[config.mk]
export PLATFORM = sky130hd
export DESIGN_NAME = trng_byte_packer
export DESIGN_NICKNAME = d
export VERILOG_FILES = /design/src/rtl/trng_pkg.sv /design/src/rtl/trng_sync_fifo.sv /design/src/rtl/trng_byte_packer.sv
export SDC_FILE = /design/constraint.sdc
export NUM_CORES = 1
export LEC_CHECK = 0
export BUFFER_PORTS_ARGS = -buffer_cell sky130_fd_sc_hd__buf_2
export CAP_MARGIN = 10
export CORE_ASPECT_RATIO = 0.6
export CORE_MARGIN = 2
export CORE_UTILIZATION = 40
export DETAILED_ROUTE_END_ITERATION = 12
export PLACE_DENSITY = 0.63
export SETUP_SLACK_MARGIN = 0.3
export SYNTH_ARGS = -nofsm -noshare
export SYNTH_HDL_FRONTEND = slang
export SYNTH_SLANG_ARGS = --single-unit
[constraint.sdc]
create_clock -name i_clk -period 4.6 [get_ports i_clk]
set_input_delay 0.23 -clock i_clk [delete_from_list [all_inputs] [get_ports i_clk]]
set_output_delay 0.23 -clock i_clk [all_outputs]
set_load 0.05 [all_outputs]
[src/rtl/trng_pkg.sv]
// Shared constants and FSM state type for the TRNG byte packer and its FIFO.
package trng_pkg;

    localparam int TRNG_WORD_W     = 8;
    localparam int TRNG_FIFO_DEPTH = 4;
    localparam int TRNG_REP_LIMIT  = 32;

    typedef enum logic {
        ST_COLLECT = 1'b0,
        ST_FAIL    = 1'b1
    } trng_state_e;

endpackage

[src/rtl/trng_sync_fifo.sv]
// Small synchronous FIFO with a registered head word, so the head is valid
// the cycle after a push into an empty FIFO.
module trng_sync_fifo #(
    parameter int WIDTH      = 8,
    parameter int FIFO_DEPTH = 4,
    localparam int PTR_W     = $clog2(FIFO_DEPTH),
    localparam int LVL_W     = PTR_W + 1
) (
    input  logic             clk,
    input  logic             rst_n,
    input  logic             push,
    input  logic [WIDTH-1:0] push_data,
    input  logic             pop,
    output logic [WIDTH-1:0] head,
    output logic             full,
    output logic             empty,
    output logic [LVL_W-1:0] level
);

    logic [WIDTH-1:0] mem [FIFO_DEPTH];
    logic [PTR_W-1:0] rd_ptr;
    logic [PTR_W-1:0] wr_ptr;
    logic [PTR_W-1:0] rd_next;
    logic [LVL_W-1:0] count;
    logic             do_push;
    logic             do_pop;

    assign empty   = (count == '0);
    assign full    = (count == LVL_W'(FIFO_DEPTH));
    assign do_pop  = pop & ~empty;
    // A full FIFO still accepts a push when the head leaves in the same cycle.
    assign do_push = push & (~full | do_pop);
    assign rd_next = rd_ptr + 1'b1;
    assign level   = count;

    always_ff @(posedge clk) begin
        if (do_push) begin
            mem[wr_ptr] <= push_data;
        end
    end

    always_ff @(posedge clk or negedge rst_n) begin
        if (!rst_n) begin
            rd_ptr <= '0;
            wr_ptr <= '0;
            count  <= '0;
            head   <= '0;
        end else begin
            if (do_push) begin
                wr_ptr <= wr_ptr + 1'b1;
            end
            if (do_pop) begin
                rd_ptr <= rd_next;
            end
            case ({do_push, do_pop})
                2'b10:   count <= count + 1'b1;
                2'b01:   count <= count - 1'b1;
                default: count <= count;
            endcase
            // Head follows the word that will sit at rd_ptr after this edge.
            if (do_pop) begin
                if (count >= LVL_W'(2)) begin
                    head <= mem[rd_next];
                end else if (do_push) begin
                    head <= push_data;
                end
            end else if (do_push && empty) begin
                head <= push_data;
            end
        end
    end

endmodule

[src/rtl/trng_byte_packer.sv]
// Packs accepted random bits MSB-first into words, runs a repetition-count
// health test on them and hands finished words out through a small FIFO.
module trng_byte_packer
    import trng_pkg::*;
#(
    parameter int WIDTH      = TRNG_WORD_W,
    parameter int FIFO_DEPTH = TRNG_FIFO_DEPTH,
    parameter int REP_LIMIT  = TRNG_REP_LIMIT,
    localparam int LVL_W     = $clog2(FIFO_DEPTH) + 1
) (
    input  logic             i_clk,
    input  logic             i_rst_n,
    input  logic             i_enable,
    input  logic             i_bit,
    input  logic             i_bit_valid,
    output logic [WIDTH-1:0] o_data,
    output logic             o_valid,
    input  logic             i_ready,
    output logic [LVL_W-1:0] o_level,
    output logic             o_health_fail,
    output logic             o_overflow,
    input  logic             i_clear_fail
);

    localparam int CNT_W = $clog2(WIDTH);
    localparam int REP_W = $clog2(REP_LIMIT + 1);
    localparam logic [CNT_W-1:0] LAST_IDX = CNT_W'(WIDTH - 1);
    localparam logic [REP_W-1:0] REP_MAX  = REP_W'(REP_LIMIT);

    function automatic logic [REP_W-1:0] rep_step(input logic [REP_W-1:0] cnt,
                                                  input logic             same);
        if (!same) begin
            return REP_W'(1);
        end else if (cnt >= REP_MAX) begin
            return REP_MAX;
        end else begin
            return cnt + 1'b1;
        end
    endfunction

    trng_state_e      state;
    trng_state_e      state_next;
    logic [WIDTH-1:0] shreg;
    logic [CNT_W-1:0] bit_cnt;
    logic [REP_W-1:0] rep_cnt;
    logic [REP_W-1:0] rep_next;
    logic             last_bit;
    logic             accept;
    logic             rep_trip;
    logic             word_done;
    logic             push;
    logic             pop;
    logic [WIDTH-1:0] word;
    logic             fifo_full;
    logic             fifo_empty;

    always_ff @(posedge i_clk or negedge i_rst_n) begin
        if (!i_rst_n) begin
            state <= ST_COLLECT;
        end else begin
            state <= state_next;
        end
    end

    always_comb begin
        state_next = state;
        case (state)
            ST_COLLECT: if (rep_trip)     state_next = ST_FAIL;
            ST_FAIL:    if (i_clear_fail) state_next = ST_COLLECT;
            default:    state_next = ST_COLLECT;
        endcase
    end

    always_comb begin
        accept        = i_enable & i_bit_valid & (state == ST_COLLECT);
        o_health_fail = (state == ST_FAIL);
    end

    // A clear in the same cycle as the limit being reached cancels the trip.
    always_comb begin
        rep_next  = rep_step(rep_cnt, i_bit == last_bit);
        rep_trip  = accept & (rep_next == REP_MAX) & ~i_clear_fail;
        word      = {shreg[WIDTH-2:0], i_bit};
        word_done = accept & (bit_cnt == LAST_IDX);
        push      = word_done & ~rep_trip;
        pop       = i_ready & ~fifo_empty;
    end

    always_ff @(posedge i_clk or negedge i_rst_n) begin
        if (!i_rst_n) begin
            shreg    <= '0;
            bit_cnt  <= '0;
            rep_cnt  <= '0;
            last_bit <= 1'b0;
        end else begin
            if (rep_trip) begin
                shreg   <= '0;
                bit_cnt <= '0;
            end else if (accept) begin
                shreg   <= word;
                bit_cnt <= word_done ? '0 : bit_cnt + 1'b1;
            end
            if (i_clear_fail) begin
                rep_cnt <= '0;
            end else if (accept) begin
                rep_cnt <= rep_next;
            end
            if (accept) begin
                last_bit <= i_bit;
            end
        end
    end

    // A drop in the same cycle as a clear is still reported.
    always_ff @(posedge i_clk or negedge i_rst_n) begin
        if (!i_rst_n) begin
            o_overflow <= 1'b0;
        end else if (push & fifo_full & ~pop) begin
            o_overflow <= 1'b1;
        end else if (i_clear_fail) begin
            o_overflow <= 1'b0;
        end
    end

    trng_sync_fifo #(
        .WIDTH      (WIDTH),
        .FIFO_DEPTH (FIFO_DEPTH)
    ) u_fifo (
        .clk       (i_clk),
        .rst_n     (i_rst_n),
        .push      (push),
        .push_data (word),
        .pop       (pop),
        .head      (o_data),
        .full      (fifo_full),
        .empty     (fifo_empty),
        .level     (o_level)
    );

    assign o_valid = ~fifo_empty;

endmodule

# Yosys cells after proc, flatten, opt, wreduce, memory -nomap -nowiden
# Memories as Yosys holds them, arrays and structs flattened.
# Index checks and enable logic that the tools add are counted.
word_totals:
  ff_bits: 34
  ramBits: 32
  in_bits: 7
  word_cells: 73
  n_memories: 1
mem_list:
  columns: ["memory", "words", "width", "read_ports", "rd_ports_with_merged_regs", "wr", "line", "source"]
  rows:
  - ["u_fifo.mem", 4, 8, 1, 0, 1, "trng_sync_fifo.sv:20", "logic [WIDTH-1:0] mem [FIFO_DEPTH];"]
op_classes:
  addsub: 6
  order_cmp: 2
  n_eq_ne: 7
  muxes: 21
  n_bitwise: 18
  reduce_logical: 8
op_table:
  columns: ["cell", "n"]
  rows:
  - ["8-bit two-way mux", 4]
  - ["6-bit two-way mux", 4]
  - ["7-bit two-way mux", 2]
  - ["1-bit AND", 11]
  - ["2-bit nonzero test", 5]
  - ["3-bit two-way mux", 3]
  - ["3-bit by 1-bit adder with 3-bit output (second input constant)", 2]
  - ["6-bit by 1-bit adder with 6-bit output (second input constant)", 1]
  - ["3-bit == test (second input constant)", 2]
  - ["6-bit == test (second input constant)", 1]
  - ["6-bit >= comparator (second input constant)", 1]
  - ["1-bit two-way mux", 6]
  - ["1-bit inverter", 6]
  - ["3-bit case mux with 2 select lines", 1]
  - ["2-bit by 1-bit adder with 2-bit output (second input constant)", 2]
  - ["3-bit by 2-bit >= comparator with 1-bit output (second input constant)", 1]
  - ["3-bit zero test", 1]
  - ["3-bit by 2-bit != test with 1-bit output (second input constant)", 1]
  - ["3-bit by 1-bit subtractor with 3-bit output (second input constant)", 1]
  - ["2-bit by 1-bit == test with 1-bit output (second input constant)", 1]
  - ["2-bit == test (second input constant)", 1]
  - ["1-bit case mux with 2 select lines", 1]
  - ["2-bit AND reduction", 1]
  - ["1-bit == test", 1]
  - ["other kinds (2)", 2]

# Depth between registers and ports, before layout
# Gate-level depths: netlist of run 1.
logic_depth:
  ltp_word: 12
  depth_mapped: 13
  depth_no_buf: 13

# Modules after synthesis
# A second synthesis of run 1 with hierarchy kept.
unflattened:
  hier_cells: 239
  hier_area_um2: 3159.3
by_module_without_submodules:
  columns: ["mod", "instances", "cells_each", "area_each_um2"]
  rows:
  - ["trng_sync_fifo", 1, 128, 2137.0]
  - ["trng_byte_packer", 1, 111, 1022.2]

# Worst setup path before layout of run 1
# OpenSTA, ideal clock, no wires.
synth_timing:
  path_type: "reg2reg"
  start: "reg u_fifo.count[1], in the netlist u_fifo.level[1]"
  end: "reg u_fifo.count[2], in the netlist u_fifo.level[2]"
  arrival_time_ns: 2.506
  path_slack_ns: 2.012
  path_stages_with_launch: 11
  period_less_slack_ns: 2.588
  path_cell_list: "dfrtp_1 > or4b_2 > nand2_1 > nor3_4 > inv_1 > ha_1 > inv_1 > fa_1 > xor2_1 > nor2_1 > xor2_1"
synth_via:
  elab_chain_len: 8
  word_cells_on_any_way: 14
  cone_classes: "add/sub: 2; eq/ne: 3; mux: 1; bitwise: 6; reduce/logical: 2"
synth_rtl:
  columns: ["element", "line", "source"]
  rows:
  - ["from (decl)", "trng_sync_fifo.sv:24", "logic [LVL_W-1:0] count;"]
  - ["from (signal assigned)", "trng_sync_fifo.sv:56", "2'b10: count <= count + 1'b1;"]
  - ["from (signal assigned)", "trng_sync_fifo.sv:57", "2'b01: count <= count - 1'b1;"]
  - ["from (signal assigned)", "trng_sync_fifo.sv:58", "default: count <= count;"]
  - ["3-bit zero test", "trng_sync_fifo.sv:28", "assign empty = (count == '0);"]
  - ["1-bit inverter", "trng_sync_fifo.sv:30, trng_byte_packer.sv:86", null]
  - ["1-bit AND", "trng_byte_packer.sv:86", "pop = i_ready & ~fifo_empty;"]
  - ["1-bit AND", "trng_sync_fifo.sv:30", "assign do_pop = pop & ~empty;"]
  - ["1-bit OR", "trng_sync_fifo.sv:32", "assign do_push = push & (~full | do_pop);"]
  - ["1-bit AND", "trng_sync_fifo.sv:32", null]
  - ["2-bit by 1-bit == test with 1-bit output / 2-bit == test (equally long branches)", "trng_sync_fifo.sv:55", "case ({do_push, do_pop})"]
  - ["3-bit case mux with 2 select lines / 2-bit nonzero test (equally long branches)", null, null]
# Parallel ways exist; a longest one is shown, timed or not.
# A chain may end at the register's enable or synchronous reset.

# Final worst setup path of run 1
layout_timing:
  start: "reg rep_cnt[0]"
  end: "reg u_fifo.count[2], in the netlist u_fifo.level[2]"
layout_via:
  elab_chain_len: 11
  word_cells_on_any_way: 14
  cone_classes: "add/sub: 1; order compare: 1; eq/ne: 3; mux: 3; bitwise: 5; reduce/logical: 1"
layout_rtl:
  columns: ["element", "line", "source"]
  rows:
  - ["from (decl)", "trng_byte_packer.sv:45", "logic [REP_W-1:0] rep_cnt;"]
  - ["from (signal assigned)", "trng_byte_packer.sv:106", "rep_cnt <= rep_next;"]
  - ["6-bit by 1-bit adder with 6-bit output / 6-bit >= comparator (equally long branches)", "trng_byte_packer.sv:37, trng_byte_packer.sv:34", null]
  - ["6-bit two-way mux *", "trng_byte_packer.sv:34", "end else if (cnt >= REP_MAX) begin"]
  - ["6-bit two-way mux *", "trng_byte_packer.sv:32", "if (!same) begin"]
  - ["6-bit == test *", "trng_byte_packer.sv:82", "rep_trip = accept & (rep_next == REP_MAX) & ~i_clear_fail;"]
  - ["1-bit AND * (2 in series)", "trng_byte_packer.sv:82", null]
  - ["1-bit inverter *", "trng_byte_packer.sv:85", "push = word_done & ~rep_trip;"]
  - ["1-bit AND *", "trng_byte_packer.sv:85", null]
  - ["1-bit AND *", "trng_sync_fifo.sv:32", null]
  - ["2-bit by 1-bit == test with 1-bit output / 2-bit == test (equally long branches)", "trng_sync_fifo.sv:55", null]
  - ["3-bit case mux with 2 select lines / 2-bit nonzero test (equally long branches)", null, null]
# Mark *: on every way between the ends. The rest lies on a longest branch, timed or not.

==> run_results.csv, run 1 <==
group,metric,value,unit
route,drtPass1Iterations,4,
global_routing,grt_pass1_wl,9466,µm
floorplan,core_area,7237,µm²
critical_path,cpMaxStageDelayCell,"dfrtp_1",
clock_network,cts_hold_buffers,0,
global_routing,grt_max_degree,35,
floorplan,start_util,0.4117,
floorplan,die_w,115.4,µm
cells_and_area,multi_input_area,1080,µm²
power,leakage,1.347,nW
synth,netlist.area_leader.share,0.3226,
sta,finalSetupViolations,0,
synth,synth_flop_cell,"dfrtp_1",
route,ant_nets,0,
cells_and_area,nets,255,
sta,fin_crit,2742,ps
synth,async_reset_ff_frac,0.5152,
critical_path,crit_top_cell,"inv_1",
critical_path,start_kind,"flop",
floorplan,rows,24,
synth,seq_area_frac_synth,0.6081,
status,status,"finished with violations",
clock_network,root_buffer,"clkbuf_16",
critical_path,arrival,2990,ps
clock_network,postCtsSetupBuffers,0,
cells_and_area,antenna_cells,0,
placed_design,gp_congestion,0.7706,
route,finalWirelength,5882,µm
synth,yosys_warnings,0,
power,finalPower,0.002028,W
synth,syn_area,2979,µm²
clock_network,cts.clk_slew.worst_paths,50,ps
clock_network,cts_tree,"yes",
power,p_comb_frac,0.292,
sta,finalHoldViolCount,29,
worst_hold_path,worstHoldPathType,"primary input to asynchronous set/reset pin",
critical_path,critPathKind,"flop to flop",
route,vias,1799,
sta,rsz0062_at_grt,"no",
clock_network,cts-htree-levels,3,
sta,setup_tns,0,ps
route,avgViaCountPerCell,5.184,
cells_and_area,drive_gt1_frac,0.2305,
clock_network,clk_latency,330,ps
status,violations,"negative hold slack",
critical_path,crit_fanout,13,
placed_design,io_buffers,20,
floorplan,die_area,8177,µm²
clock_network,cts_made_buffers,9,
cells_and_area,ff_latch_area,1812,µm²
run,max_cap_violations,0,
cells_and_area,fin_util,0.4732,
sta,slew_violations,0,
route,drcViolationCount,0,
floorplan,fp.dieH,70.85,µm
global_routing,grt_pass1_vias,1771,
placed_design,dp.cells,331,
sta,fin_crit_sh,0.5961,
global_routing,grt_overflow,0,
clock_network,clockBufferDepth,2,
synth,synth.distinct_cells,43,
placed_design,pre_cts_slack,1877,ps
clock_network,numClockSinks,66,
cells_and_area,areaGrowthSynthToFinish,14.95,%
critical_path,crit_path_end_kind,"flop",
synth,ys_seq_elements,66,
clock_network,cts_resized,0,
synth,synth_edf_count,32,
synth,synthCells,215,
sta,clock_skew,6.505,ps
power,power-per-cell-area,592.2,nW/µm²
cells_and_area,fin_cells,347,
synth,ys_top_cells_by_area,"edfxtp_1 (32%), dfrtp_1 (29%), mux4_2 (6.0%)",
power,ir_drop,0.2152,mV
sta,fmax,364.7,MHz
synth,synth.avg_cell_area,13.86,µm²
cells_and_area,n_fill_cell,631,
floorplan,pin_count,21,
sta,worst_pin_slew,1145,ps
power,p_sw,0.0007186,W
power,intPower,0.001309,W
critical_path,cpPeakStageDelay,420,ps
global_routing,grt_antenna_before_repair,0,
sta,hold_ws,-25.49,ps
route,post_drt_wl_per_cell,16.95,µm
placed_design,dpl.hpwl,3975,µm
sta,timing.final.ws_setup,1858,ps
route,drt_iter0_drc,133,
synth,yosys.area.top_type,"edfxtp_1",
global_routing,gr-usage-all-layers,0.1612,
power,seqPwrFrac,0.422,
sta,relSlewSlack,0.2313,
critical_path,crit_chain,"inv_1 -> ha_1 -> nand2b_1 -> a21oi_1 -> o311a_4 -> nor3_4 -> inv_1 -> ha_1 -> inv_1 -> fa_1 -> xor2_1 -> nor2_1 -> xor2_1",
synth,synth_nets,232,
critical_path,crit_required,4850,ps
power,p_clk_frac,0.287,
power,switching_share,0.3543,
## flip-flops by register name, summed over array words and instances (netlist names)
register,flops
bit_cnt,3
last_bit,1
o_health_fail,1
o_overflow,1
rep_cnt,6
shreg,7
u_fifo.head,8
u_fifo.level,3
u_fifo.mem,32
u_fifo.rd_ptr,2
u_fifo.wr_ptr,2
## through the flow
step / instance area [µm²] / hold slack [ps]
2_1_floorplan: 2979 / -65.59
3_3_place_gp: 3171 / 356.4
3_5_place_dp: 3171 / 354.2
4_1_cts: 3425 / 4.049
5_1_grt: 3425 / 43.22
6_report: 3425 / -25.49
## cell usage in the layout (no fill, tap or decap), types with 2 or more instances in the layout
cell | synthesis | routed
a211oi_1 | 3 | 3
a21oi_1 | 6 | 6
a22o_1 | 9 | 9
a31oi_1 | 2 | 2
and2_1 | 6 | 6
and3_1 | 2 | 2
buf_2 | 1 | 20
clkbuf_1 | 5 | 2
clkbuf_16 | 0 | 9
clkinv_1 | 0 | 3
clkinv_2 | 0 | 2
dfrtp_1 | 34 | 34
edfxtp_1 | 32 | 32
ha_1 | 9 | 9
inv_1 | 11 | 11
mux4_2 | 8 | 8
nand2_1 | 27 | 27
nand2b_1 | 3 | 3
nand3_1 | 4 | 4
nor2_1 | 3 | 3
o211ai_1 | 8 | 8
o211ai_2 | 8 | 8
o21ai_0 | 4 | 4
or3_1 | 2 | 2
xnor2_1 | 4 | 4
xor2_1 | 4 | 4
## path summary, 6_finish.rpt
path | from | to | slack [ps] | depth (start not counted)
max | rep_cnt[0] | u_fifo.level[2] | 1860 | 13
min | i_rst_n | u_fifo.level[2] | -30 | 1
max reg2reg | rep_cnt[0] | u_fifo.level[2] | 1860 | 13
min reg2reg | o_overflow | o_overflow | 490 | 2
max in group asynchronous | i_rst_n | rep_cnt[0] | 4120 | 1
min in group i_clk | i_clear_fail | rep_cnt[2] | 200 | 2
## layout make-up
cell class                 count  share of cell area
clock inverter                 5            0.006211
clock buffer                  11             0.06796
tap                          104             0.03800
sequential                    66              0.5290
timing repair buffer          21             0.03142
inverter                      11             0.01206
multi-input combinational    129              0.3153
## critical path: cells and delay by family (launching register included)
kind                       cells  cell delay (ps)
adders and majority gates      3              840
AOI/OAI and AO/OA              2              520
DFF                            1              420
and+or+nand+nor                3              350
xor gates and xnor gates       2              300
buffers and inverters          3              220
## routing by layer
metal / up-vias / global-route usage / routed length [µm]
li1: 843 / - / -
met1: 903 / 0.2307 / 2834
met2: 45 / 0.2235 / 2555
met3: 8 / 0.06084 / 397
met4: 0 / 0.06024 / 94
met5: - / 0 / 0
## cell usage after synthesis (all sizes together), types with 2 or more instances
| cell type | n |
|---|---|
| mux4 | 8 |
| nor3 | 2 |
| nand2 | 27 |
| xnor2 | 4 |
| or2 | 2 |
| a21oi | 6 |
| o21ai | 5 |
| o211ai | 16 |
| buf | 4 |
| clkbuf | 5 |
| dfrtp | 34 |
| a211oi | 3 |
| nand2b | 4 |
| nor2 | 4 |
| ha | 9 |
| or3 | 2 |
| a22o | 9 |
| and3 | 2 |
| xor2 | 4 |
| edfxtp | 32 |
| a31oi | 2 |
| inv | 11 |
| and2 | 6 |
| nand3 | 5 |
## power by group through the flow
stage	logic [W]	clock network [W]	registers [W]
finish	0.000591	0.000581	0.000855
global route	0.000645	0.000625	0.000875
global placement	0.000589	0	0.000865
floorplan	0.000346	0	0.000966
detailed placement	0.000595	0	0.000869
CTS	0.000596	0.000595	0.000859
## kinds of logic after synthesis
family | Yosys count | synth area share
flops | 66 | 0.6081
simple gates | 56 | 0.09912
compound gates | 45 | 0.1264
buf+inv | 20 | 0.02940
mux | 10 | 0.06888
fa+ha+maj | 10 | 0.04452
xor+xnor | 8 | 0.02352
Note: power is estimated with default switching activity, not from simulation.
==> inputs of run 2 (changes only) <==
- ABC_AREA: unset -> 1
- PLACE_DENSITY: 0.63 -> 0.65
- clock period: 4.6 -> 2.4 ns (I/O delays scaled with it)
==> run 2 against run 1 <==
The flow now finishes without violations. Routed wire length increased by 6.5%. Non-clock buffer count is 12 higher. Global-route usage up 0.83 points. Core utilization increased by 2.7 points. Critical path type unchanged.
==> run_results.csv, run 2 <==
group,metric,value,unit
power,power-per-cell-area,1127,nW/µm²
power,p_sw,0.001574,W
critical_path,crit_required,2610,ps
cells_and_area,antenna_cells,0,
floorplan,fp.dieH,70.65,µm
cells_and_area,fin_cells,425,
sta,fmax,458.6,MHz
sta,slew_violations,0,
sta,fin_crit,2180,ps
route,post_drt_wl_per_cell,14.74,µm
synth,ys_seq_elements,66,
route,finalWirelength,6264,µm
critical_path,path_buf_inv,2,
floorplan,die_w,115.1,µm
power,intPower,0.002491,W
run,max_cap_violations,0,
cells_and_area,reg.largest.list,"u_fifo.mem: 32 flops, u_fifo.head: 8 flops, shreg: 7 flops",
power,p_comb_frac,0.340,
synth,async_reset_ff_frac,0.5152,
power,switching_share,0.3872,
global_routing,grt_overflow,0,
floorplan,die_area,8131,µm²
placed_design,gp_congestion,0.8397,
route,vias,2113,
placed_design,dp.cells,404,
clock_network,root_buffer,"clkbuf_16",
synth,netlist.area_leader.share,0.3245,
synth,synthCells,291,
sta,relSlewSlack,0.4731,
placed_design,io_buffers,20,
floorplan,rows,24,
critical_path,cp.depth,13,
synth,seq_area_frac_synth,0.6117,
cells_and_area,layout_common_cells,"nand2_1 (71), edfxtp_1 (32), dfrtp_1 (29)",
global_routing,gr-usage-all-layers,0.1694,
synth,synth_flop_cell,"dfrtp_1",
critical_path,reg2reg_from,"rep_cnt[0]",
global_routing,grt_pass1_vias,1910,
critical_path,crit_top_cell,"ha_4",
critical_path,r2r_slack,220,ps
sta,finalHoldViolCount,0,
global_routing,grt_antenna_before_repair,0,
cells_and_area,nets,346,
synth,synth_nets,308,
floorplan,start_util,0.4109,
power,seqPwrFrac,0.384,
global_routing,grt_max_degree,35,
sta,rsz0062_at_grt,"yes",
cells_and_area,largest_register_ffs,32,
floorplan,pin_count,21,
placed_design,dpl.hpwl,4478,µm
clock_network,clk_latency,320,ps
floorplan,core_area,7207,µm²
sta,clock_skew,7.300,ps
sta,finalSetupViolations,0,
clock_network,cts_tree,"yes",
critical_path,crit_path_end_kind,"flop",
clock_network,cts.clk_slew.worst_paths,50,ps
critical_path,cpPeakStageDelay,440,ps
synth,yosys_warnings,0,
sta,setup_tns,0,ps
status,status,"finished clean",
critical_path,cp-startpoint,"rep_cnt[0]",
clock_network,numClockSinks,66,
sta,worst_pin_slew,790.4,ps
route,ant_nets,0,
route,drt_iter0_drc,149,
critical_path,endpoint,"u_fifo.level[2]",
synth,synth_edf_count,32,
route,avgViaCountPerCell,4.972,
critical_path,critPathTopFamily,"adder cells",
worst_hold_path,worstHoldPathType,"primary input to flop",
synth,synth.distinct_cells,26,
route,drcViolationCount,0,
critical_path,cpMaxStageDelayCell,"dfrtp_2",
clock_network,cts-htree-levels,3,
synth,ys_top_cells_by_area,"edfxtp_1 (32%), dfrtp_1 (29%), nand2_1 (9.3%)",
cells_and_area,drive_gt1_frac,0.2335,
critical_path,rr_worst_depth,13,
cells_and_area,mostFrequentLayoutCell,"nand2_1",
power,p_clk_frac,0.277,
route,drtPass1Iterations,4,
power,leakage,1.576,nW
critical_path,critPathKind,"flop to flop",
critical_path,crit_fanout,4,
critical_path,arrival,2390,ps
synth,synth.avg_cell_area,10.18,µm²
synth,syn_area,2962,µm²
global_routing,grt_pass1_wl,10200,µm
cells_and_area,n_fill_cell,660,
synth,yosys.cell_count.top_type,"nand2_1",
clock_network,cts_made_buffers,9,
worst_hold_path,min_from,"i_clear_fail",
sta,fin_crit_sh,0.9085,
critical_path,start_kind,"flop",
critical_path,crit_chain,"inv_2 -> ha_4 -> nand2_1 -> nand3_1 -> nor2_2 -> nand2_2 -> nand3_4 -> ha_4 -> inv_4 -> fa_2 -> a21oi_2 -> o21ai_1 -> xnor2_1",
clock_network,clockBufferDepth,2,
cells_and_area,regMostFlops,"u_fifo.mem",
sta,timing.final.ws_setup,219.5,ps
synth,synth_common_cells,"nand2_1 (73), dfrtp_1 (34), inv_1 (33), edfxtp_1 (32), nand3_1 (25)",
power,ir_drop,0.4028,mV
placed_design,pre_cts_slack,218.9,ps
cells_and_area,areaGrowthSynthToFinish,21.84,%
synth,yosys.area.top_type,"edfxtp_1",
critical_path,r2r-end,"u_fifo.level[2]",
==> run 2: cell count changes in the layout (fill, tap and decap cells not counted), moves of 6 or more <==
cell	delta
and2_1	-6
buf_4	+10
inv_1	+17
mux4_2	-8
nand2_1	+44
nand3_1	+19
nor2_1	+9
o211ai_1	-8
o211ai_2	-8
o21ai_0	+9
==> run 2: timing repair <==
item,in CTS,in global routing
resized for setup,5,13
pin swaps,4,2
buffers inserted,3,0
gates cloned,0,0
hold endpoints to repair,35,0
hold buffers,2,0
endpoints found under the setup margin,2,2
==> run 2: stage by stage <==
stage               total power (W)  hold WS [ps]    util  area [µm²]
floorplan                  0.002561        -175.6       -        3012
global placement           0.002885         252.9  0.4521        3258
detailed placement         0.002915         262.5  0.4521        3258
CTS                        0.004078         26.75  0.4941        3561
global route               0.004337         45.48  0.5007        3608
finish                     0.004065         28.53  0.5007        3608
==> run 2: kinds of logic (layout without fill, tap and decap cells) <==
family | after synthesis | in the layout | synth area share
flip-flops | 66 | 66 | 0.6117
adder cells (fa/ha/maj) | 10 | 10 | 0.04478
AO/OA/AOI/OAI | 43 | 43 | 0.08829
buffers and inverters | 40 | 83 | 0.05239
AND/OR/NAND/NOR | 128 | 128 | 0.1910
XOR/XNOR | 4 | 4 | 0.01183
==> run 2: layer usage <==
layer  GRT usage  wire (µm)  vias up
li1            -          -     1058
met1      0.2751       3281      991
met2      0.2052       2518       62
met3     0.07284        443        2
met4     0.03213         20        0
met5           0          0        -
==> run 2: worst min-delay path by stage <==
stage | endpoint | cells past startpoint
2_1_floorplan | bit_cnt[0] | 0
4_1_cts | o_health_fail | 2
3_5_place_dp | last_bit | 1
6_report | o_health_fail | 2
5_1_grt | o_health_fail | 2
3_3_place_gp | last_bit | 1
==> run 2: area by class of cell <==
class                   count  area, µm²  share of cell area
clock inverters             4      18.77            0.005201
repair buffers             33      202.7             0.05617
multi-input cells         185       1089              0.3017
inverters                  34      130.1             0.03606
clock buffers              12      236.5             0.06553
well taps                  91      113.9             0.03155
flip-flops and latches     66       1818              0.5038
==> run 2: worst register-to-register path, delay by kind of cell, from the launching register on <==
family	cells	cell delay (ps)
xor gates and xnor gates	1	120
and+or+nand+nor	5	470
buffers and inverters	2	130
AOI/OAI and AO/OA	2	220
DFF	1	440
adders and majority gates	3	690
==> run 2: power groups by stage <==
stage | clock network, W | registers (W) | logic [W]
3_5_place_dp | 0 | 0.00158 | 0.00133
4_1_cts | 0.00115 | 0.00156 | 0.00136
3_3_place_gp | 0 | 0.00157 | 0.00132
5_1_grt | 0.00121 | 0.00159 | 0.00153
2_1_floorplan | 0 | 0.00182 | 0.000743
6_report | 0.00112 | 0.00156 | 0.00138
==> inputs of run 3 (changes only) <==
- HOLD_SLACK_MARGIN: unset -> 0.08
- SETUP_SLACK_MARGIN: 0.3 -> 0.15
- SYNTH_HIERARCHICAL: unset -> 1
==> run 3 against run 2 <==
Register-to-register slack worse by 60 ps. Core utilization is 2.2 points higher. Die area grew 3.7%. Critical path type unchanged.
==> run_results.csv, run 3 <==
group,metric,value,unit
critical_path,cpMaxStageDelayCell,"fa_2",
cells_and_area,multi_input_area,1161,µm²
global_routing,grt_overflow,0,
critical_path,rr_worst_depth,16,
clock_network,cts_tree,"yes",
clock_network,root_buffer,"clkbuf_16",
sta,finalHoldViolCount,0,
power,leakage,1.746,nW
synth,yosys.cell_count.top_type,"nand2_1",
global_routing,grt_antenna_before_repair,0,
cells_and_area,drive_gt1_frac,0.2426,
synth,yosys.area.top_type,"edfxtp_1",
global_routing,grt_pass1_wl,10210,µm
critical_path,cp-startpoint,"rep_cnt[1]",
cells_and_area,fin_util,0.5223,
synth,seq_area_frac_synth,0.5891,
critical_path,arrival,2460,ps
cells_and_area,ff_latch_area,1813,µm²
route,ant_nets,0,
cells_and_area,layout_common_cells,"nand2_1 (80), nor2_1 (40), dfrtp_1 (33)",
synth,ys_seq_elements,66,
floorplan,die_area,8429,µm²
cells_and_area,n_fill_cell,662,
global_routing,grt_max_degree,35,
cells_and_area,fin_cells,475,
cells_and_area,reg.largest.list,"u_fifo/mem: 32 flops, u_fifo/head: 8 flops, shreg: 7 flops",
status,status,"finished clean",
synth,ys_top_cells_by_area,"edfxtp_1 (31%), dfrtp_1 (28%), nand2_1 (10%)",
synth,synth_common_cells,"nand2_1 (82), nor2_1 (45), inv_1 (35), dfrtp_1 (34), edfxtp_1 (32)",
critical_path,cpPeakStageDelay,540,ps
floorplan,pin_count,21,
route,finalWirelength,6393,µm
critical_path,reg2reg_from,"rep_cnt[1]",
route,drt_iter0_drc,149,
synth,syn_area,3075,µm²
placed_design,dpl.hpwl,4263,µm
clock_network,cts_made_buffers,9,
global_routing,gr-usage-all-layers,0.1655,
floorplan,fp.dieH,71.92,µm
cells_and_area,mostFrequentLayoutCell,"nand2_1",
power,power-per-cell-area,1183,nW/µm²
floorplan,start_util,0.4180,
floorplan,rows,24,
sta,fin_crit_sh,0.9340,
cells_and_area,largest_register_ffs,32,
power,ir_drop,0.5175,mV
synth,synthCells,322,
synth,async_reset_ff_frac,0.5152,
synth,synth.avg_cell_area,9.551,µm²
critical_path,crit_required,2620,ps
critical_path,crit_top_cell,"nand2_1",
placed_design,gp_congestion,0.8176,
clock_network,cts-htree-levels,3,
critical_path,crit_fanout,4,
sta,fin_crit,2242,ps
worst_hold_path,min_from,"i_bit",
synth,synth.distinct_cells,28,
sta,worst_pin_slew,786.0,ps
clock_network,clk_latency,330,ps
critical_path,crit_path_end_kind,"flop",
critical_path,endpoint,"u_fifo/level[1]",
critical_path,r2r_slack,160,ps
run,max_cap_violations,0,
sta,finalSetupViolations,0,
sta,rsz0062_at_grt,"yes",
sta,fmax,446.1,MHz
placed_design,io_buffers,20,
route,avgViaCountPerCell,4.602,
route,post_drt_wl_per_cell,13.46,µm
synth,synth_nets,338,
route,drtPass1Iterations,4,
clock_network,clockBufferDepth,2,
placed_design,dp.cells,448,
route,vias,2186,
sta,clock_skew,4.152,ps
clock_network,cts.clk_slew.worst_paths,50,ps
clock_network,numClockSinks,66,
floorplan,die_w,117.2,µm
worst_hold_path,worstHoldPathType,"primary input to flop",
cells_and_area,regMostFlops,"u_fifo/mem",
synth,synth_flop_cell,"dfrtp_1",
cells_and_area,areaGrowthSynthToFinish,24.94,%
sta,relSlewSlack,0.4760,
critical_path,start_kind,"flop",
synth,synth_edf_count,32,
critical_path,r2r-end,"u_fifo/level[1]",
synth,netlist.area_leader.share,0.3124,
cells_and_area,antenna_cells,0,
sta,slew_violations,0,
route,drcViolationCount,0,
synth,yosys_warnings,6,
critical_path,critPathKind,"flop to flop",
floorplan,core_area,7357,µm²
global_routing,grt_pass1_vias,1975,
power,finalPower,0.004546,W
cells_and_area,nets,382,
critical_path,crit_chain,"buf_6 -> ha_4 -> nand3_2 -> nand2_1 -> nand2_1 -> nor2_2 -> nor2_1 -> nand3_2 -> nand2_2 -> inv_4 -> inv_4 -> nand3_4 -> fa_2 -> inv_1 -> nand2_1 -> o21ai_1",
-- run 3: cell count changes after synthesis, moves of 3 or more --
cell and change:
a21oi_1 +3, a22o_1 -4, a31oi_1 -4, a32oi_1 -4, buf_2 -3, inv_2 +4, nand2_1 +9, nand3_1 -4
nand3_2 +4, nor2_1 +28, o21ai_1 +4
-- run 3: how the worst min path moves through the flow --
stage | to | slack (ps) | depth (start not counted)
global route | u_fifo/mem[3][0] | 120 | 1
CTS | u_fifo/mem[1][0] | 120 | 1
finish | u_fifo/mem[3][0] | 120 | 1
global placement | u_fifo/level[0] | 240 | 1
floorplan | bit_cnt[0] | -180 | 0
detailed placement | u_fifo/level[0] | 250 | 1
-- run 3: metrics by stage --
step	setup slack (ps)	cell area (µm²)	hold WS [ps]	TNS [ps]
final	158.4	3842	121.6	0
after detailed placement	27.47	3333	247.5	0
after floorplan	68.51	3089	-175.6	0
after global placement	131.0	3333	242.6	0
after CTS	150.6	3729	116.1	0
after global routing	-0.2829	3842	123.2	-0.2829
-- run 3: where the power goes --
group | leakage (nW) | total (W) | switching, W | internal [W]
logic | 0.853 | 0.00149 | 0.00106 | 0.000434
clock network | 0.169 | 0.00149 | 0.000477 | 0.00101
registers | 0.724 | 0.00156 | 0.000177 | 0.00139
-- run 3: timing repair --
action,CTS,global route
buffers inserted,4,5
resized for setup,1,20
hold buffers,2,0
hold endpoints to repair,35,0
pin swaps,3,11
setup endpoints to repair,2,2
-- run 3: layer usage --
layer  share of wire  vias to the layer above  track usage
met4          0.0053                        0      0.04314
li1                -                     1138            -
met1            0.54                      996       0.2570
met3           0.049                        4      0.07602
met5               0                        -            0
met2            0.40                       48       0.2043
-- run 3: cell type report --
| cell class | count | share of cell area |
|---|---|---|
| clock buffers | 9 | 0.05861 |
| clock inverters | 7 | 0.03061 |
| inverters | 39 | 0.03940 |
| multi-input cells | 213 | 0.3022 |
| flip-flops and latches | 66 | 0.4718 |
| well taps | 104 | 0.03387 |
| repair buffers | 37 | 0.06350 |
-- run 3: cells by family after synthesis --
kind of cell / Yosys count / synth area share
xor+xnor: 4 / 0.01139
compound gates: 38 / 0.06876
fa+ha+maj: 9 / 0.03906
buf+inv: 43 / 0.05777
simple gates: 162 / 0.2339
flops: 66 / 0.5891
-- run 3: worst max-delay path: cells and delay by family (launching register included) --
kind | cells | cell delay [ps]
adder cells (fa/ha/maj) | 2 | 700
AND/OR/NAND/NOR | 9 | 670
AO/OA/AOI/OAI | 1 | 50
buffers and inverters | 4 | 300
flip-flops | 1 | 410
